### config.mk
export PLATFORM = sky130hd
export DESIGN_NAME = mux1
export DESIGN_NICKNAME = d
export VERILOG_FILES = /design/src/rtl/mux1_pkg.sv /design/src/rtl/mux1.sv
export SDC_FILE = /design/constraint.sdc
export NUM_CORES = 1
export LEC_CHECK = 0
export CORE_AREA = 2 2 39 41
export DETAILED_ROUTE_END_ITERATION = 8
export DIE_AREA = 0 0 41 43
export GPL_TIMING_DRIVEN = 0
export PLACE_DENSITY = 0.4
export SLEW_MARGIN = 10
export SYNTH_ARGS = -nofsm -noshare
export SYNTH_HDL_FRONTEND = slang
export SYNTH_SLANG_ARGS = --single-unit
export TNS_END_PERCENT = 50
### constraint.sdc
create_clock -name clk -period 1.2 [get_ports clk]
set_clock_uncertainty 0.2 [all_clocks]
set_input_delay 0.24 -clock clk [delete_from_list [all_inputs] [get_ports clk]]
set_output_delay 0.24 -clock clk [all_outputs]
set_load 0.01 [all_outputs]
### src/rtl/mux1_pkg.sv
// Shared select encodings for callers driving the mux1 select input.
package mux1_pkg;

    localparam logic MUX_SEL_A = 1'b0;
    localparam logic MUX_SEL_B = 1'b1;

endpackage

### src/rtl/mux1.sv
// Two-input mux cell: combinational output plus a registered copy
// and a one-cycle flag marking a change in the captured select.
module mux1
    import mux1_pkg::*;
#(
    parameter int              WIDTH   = 1,
    parameter logic [WIDTH-1:0] RST_VAL = '0
) (
    input  logic             clk,
    input  logic             rst,
    input  logic [WIDTH-1:0] A,
    input  logic [WIDTH-1:0] B,
    input  logic             S,
    input  logic             en,
    output logic [WIDTH-1:0] X,
    output logic [WIDTH-1:0] X_q,
    output logic             sel_chg
);

    logic sel_q;

    // Unknown S merges A and B bitwise, so equal inputs still pass through.
    always_comb begin
        X = (S == MUX_SEL_B) ? B : A;
    end

    always_ff @(posedge clk) begin
        if (rst) begin
            X_q     <= RST_VAL;
            sel_q   <= MUX_SEL_A;
            sel_chg <= 1'b0;
        end else if (en) begin
            X_q     <= (S == MUX_SEL_B) ? B : A;
            sel_q   <= S;
            sel_chg <= (S != sel_q);
        end else begin
            sel_chg <= 1'b0;
        end
    end

endmodule

==> flow_metrics.tcl, run 1 <==
set metrics [dict create \
    status "finished, violations left" \
    violations "setup timing" \
    layout_commonest_cell "buf_2" \
    htreeDepth 1 \
    p_leak_nw 0.1080 \
    clock_path_buffers 2 \
    crit_path_end_kind "output pin" \
    synth_area_per_cell_um2 11.26 \
    core_area_um2 1384 \
    crit_fanout 3 \
    vias 119 \
    ys.warnings.count 0 \
    multi_input_area_um2 60.06 \
    tightest_slew_ps 118.2 \
    ys_ff_latch 3 \
    grt_pass1_vias 115 \
    fin_crit_sh 1.002 \
    ioPinCount 9 \
    buffer_ports.inserted 8 \
    gp_congestion 0.5691 \
    area_delta_synth_final_pct 90.91 \
    die_area_um2 1763 \
    wl_um 295 \
    worstPathRequired_ps 760 \
    syn_inst 11 \
    netlist_area_um2 123.9 \
    cts-root-buf "clkbuf_4" \
    cp_data_arrival_time_ps 760 \
    hold_violations 0 \
    setup_viol_count_final 1 \
    final_cell_mix "buf_2, dfxtp_1, clkbuf_4" \
    placedCellCount 35 \
    drive_above_1_share 0.4783 \
    diodes 0 \
    drtAntennaViolNets 0 \
    layout_setup_ws_ps -2.731 \
    fp.dieW_um 41 \
    hold_ws_ps 67.87 \
    fill_cells 157 \
    maxCapViolations 0 \
    powerDensity_nw_per_um2 1427 \
    period_minus_slack_ps 1203 \
    startpoint_type "input port" \
    grt_first_pass_wirelength_um 496 \
    die_y_um 43 \
    crit_type "in2out" \
    dr.pass1.iters 1 \
    regArea_um2 60.06 \
    relSlewSlack 0.9189 \
    gr-total-overflow 0 \
    clk_latency_ps 230 \
    antenna_found_initial 0 \
    cts_tree "built" \
    fin_area_um2 236.5 \
    ys_seq_area_frac 0.4848 \
    initial_core_util 0.08951 \
    vdd.ir_drop.worst_v 0.0003739 \
    power_mw 0.3374 \
    drt_iter0_markers 0 \
    max_freq_mhz 831.4 \
    fin_cells 39 \
    avgRoutedWirePerCell_um 7.564 \
    slew_viol_final 0 \
    place_hpwl_um 219.7 \
    rsz0062_at_grt "true" \
    groute.usage.overall 0.05416 \
    viasPerCell 3.051 \
    drc 0 \
    cts_sinks 3 \
    reg2reg_depth 2 \
    synth.distinct_cells 9 \
    synthesis.nets 17 \
    clk_pin_slew_worst_paths_ps 40 \
    nets 30 \
    hp-class "in2reg" \
    setup_tns_ps -2.731 \
    holdPathStages 3 \
    grt_max_degree 4 \
    cts_inserted_buffers 3 \
    std_cell_rows 14 \
    dpl_cell_area_um2 224.0 \
]
## cell usage after synthesis
cell type	n	area share
inv_1	1	0.030
mux2_4	1	0.12
nor2_1	1	0.030
o21ba_2	1	0.081
xnor2_1	1	0.071
mux2i_1	1	0.081
o21a_1	1	0.061
nor3_1	1	0.040
dfxtp_1	3	0.48
## registers in the layout, summed over array words and instances (netlist names)
signal   cells
X_q          1
sel_q        1
sel_chg      1
## final cells by class
| type | count | area share |
|---|---|---|
| clock buffer | 4 | 0.1111 |
| timing repair buffer | 8 | 0.2804 |
| tap | 16 | 0.08466 |
| multi-input combinational | 7 | 0.2540 |
| sequential | 3 | 0.2540 |
| inverter | 1 | 0.01587 |
## worst max-delay path: stages
cell and delay, ps:
buf_8 100, mux2_4 300, buf_6 120
## through the flow
stage | util | worst slack, ps
floorplan | - | 184.3
global placement | 0.1618 | -814.1
detailed placement | 0.1618 | -825.2
CTS | 0.1754 | -6.224
global route | 0.1709 | -18.71
finish | 0.1709 | -2.731
## per-layer routing
metal	part of all wire	up-vias	track usage
li1	-	61	-
met1	0.43	49	0.05449
met2	0.34	9	0.03750
met3	0.23	0	0.06806
met4	0	0	0.08000
met5	0	-	0
## final timing paths
check / slack [ps] / startpoint / endpoint
max: -3 / S / X
min: 70 / S / sel_q
max reg2reg: 310 / X_q / X_q
min reg2reg: 340 / sel_q / sel_q
## power breakdown
part           switching (mW)  internal, mW  leakage, nW  total, mW
clock network          0.0528         0.125       0.0150      0.177
logic                  0.0178        0.0327       0.0683     0.0505
registers             0.00282         0.107       0.0248      0.109
total                  0.0734         0.264        0.108      0.337
## what timing repair did
item	CTS	global route
setup buffers	0	0
endpoints found under the setup margin	4	2
hold buffers	0	0
resized for setup	25	1
## kinds of logic after synthesis
kind of cell	synth area share
DFF	0.4849
buffers and inverters	0.03027
and+or+nand+nor	0.07064
AOI/OAI and AO/OA	0.1414
muxes	0.2020
xor gates and xnor gates	0.07072
Power figures use the tool's default switching activity.
==> run 2, diff against run 1 <==
- RECOVER_POWER: not set -> 50
==> run 2 against run 1 <==
Effect of this change:
- the flow still finishes with violations (setup timing)
- sequential cell count is the same
- core utilization unchanged
- global-route usage unchanged
- hold slack about the same
- power fell by 0.20%
- non-clock buffer count stayed put
- combinational power down 1%
- critical path type unchanged
- highest routed layer unchanged
==> flow_metrics.tcl, run 2 (same netlist as run 1, synthesis figures left out) <==
set metrics [dict create \
    status "finished, violations left" \
    violations "setup timing" \
    drtAntennaViolNets 0 \
    power_switching_share 0.2180 \
    cts-root-buf "clkbuf_4" \
    utilization 0.1709 \
    max_freq_mhz 831.5 \
    gp_congestion 0.5691 \
    htreeDepth 1 \
    clk_pin_slew_worst_paths_ps 40 \
    cts_inserted_buffers 3 \
    power_frac_comb 0.148 \
    grt_max_degree 4 \
    period_minus_slack_ps 1203 \
    cts_sinks 3 \
    antenna_found_initial 0 \
    initial_core_util 0.08951 \
    buffer_ports.inserted 8 \
    reg2reg_slack_ps 310 \
    nets 30 \
    slew_viol_final 0 \
    tightest_slew_ps 118.2 \
    startpoint_type "input port" \
    core_area_um2 1384 \
    crit_path_end_kind "output pin" \
    viasPerCell 3.051 \
    maxCapViolations 0 \
    dr.pass1.iters 1 \
    powerDensity_nw_per_um2 1424 \
    std_cell_rows 14 \
    crit_fanout 3 \
    vdd.ir_drop.worst_v 0.0003739 \
    p_switching_mw 0.07340 \
    clk_latency_ps 230 \
    ioPinCount 9 \
    worstPathRequired_ps 760 \
    cts_setup_buffers 0 \
    hold_violations 0 \
    cp_data_arrival_time_ps 760 \
    drt_iter0_markers 0 \
    layout_commonest_cell "buf_2" \
    grt_pass1_vias 115 \
    hp-class "in2reg" \
    cts_tree "built" \
    rsz0062_at_grt "true" \
    wl_um 294 \
    grt_first_pass_wirelength_um 496 \
    crit_type "in2out" \
    avgRoutedWirePerCell_um 7.538 \
    pwr-share-seq 0.325 \
    layout_setup_ws_ps -2.702 \
    fp.dieW_um 41 \
    final_cell_mix "buf_2, dfxtp_1, clkbuf_4" \
    die_area_um2 1763 \
    die_y_um 43 \
    cts-resized-gates 25 \
    setup_tns_ps -2.702 \
    drc 0 \
    setup_viol_count_final 1 \
    place_hpwl_um 219.7 \
    area_delta_synth_final_pct 90.91 \
    gr-total-overflow 0 \
    p_int_mw 0.2633 \
    preCtsSetupSlack_ps -825.2 \
    relSlewSlack 0.9189 \
    dpl_cell_area_um2 224.0 \
    p_clk_frac 0.527 \
    drive_above_1_share 0.4783 \
    top_regs "X_q: 1 flops, sel_chg: 1 flops, sel_q: 1 flops" \
    p_leak_nw 0.1083 \
    groute.usage.overall 0.05416 \
    fin_area_um2 236.5 \
    cts_hold_buf 0 \
    clock_path_buffers 2 \
    diodes 0 \
    fin_crit_sh 1.002 \
    vias 119 \
]
[run 2: through the flow]
| step | std cells | hold WS, ps | power [mW] |
|---|---|---|---|
| CTS | 39 | 60.74 | 0.3530 |
| global placement | 35 | 294.9 | 0.1654 |
| finish | 39 | 67.86 | 0.3368 |
| global route | 39 | 76.77 | 0.3669 |
| detailed placement | 35 | 329.2 | 0.1673 |
| floorplan | 11 | 112.4 | 0.1319 |
[run 2: final timing paths]
| kind | startpoint | endpoint | depth (start not counted) |
|---|---|---|---|
| setup / recovery | S | X | 3 |
| hold / removal | S | sel_q | 3 |
| setup reg to reg | X_q | X_q | 2 |
| hold reg to reg | sel_q | sel_q | 2 |
[run 2: power groups by stage]
stage / Combinational (mW) / Clock [mW] / Sequential, mW
6_report: 0.0499 / 0.177 / 0.109
5_1_grt: 0.0552 / 0.202 / 0.110
4_1_cts: 0.0528 / 0.191 / 0.110
3_5_place_dp: 0.0560 / 0 / 0.111
3_3_place_gp: 0.0544 / 0 / 0.111
2_1_floorplan: 0.0189 / 0 / 0.113
[run 2: final cells by class]
type | instances | area, um2
Clock buffer | 4 | 26.28
Fill cell | 157 | 1147
Inverter | 1 | 3.754
Multi-Input combinational cell | 7 | 60.06
Sequential cell | 3 | 60.06
Tap cell | 16 | 20.02
Timing Repair Buffer | 8 | 66.31
[run 2: critical path: stages]
cell and delay, ps:
buf_8 100, mux2_4 300, buf_6 120
[run 2: metal layers]
metal / vias up / part of all wire / GRT usage
met2: 9 / 0.34 / 0.03750
li1: 61 / - / -
met5: - / 0 / 0
met4: 0 / 0 / 0.08000
met1: 49 / 0.43 / 0.05449
met3: 0 / 0.22 / 0.06806
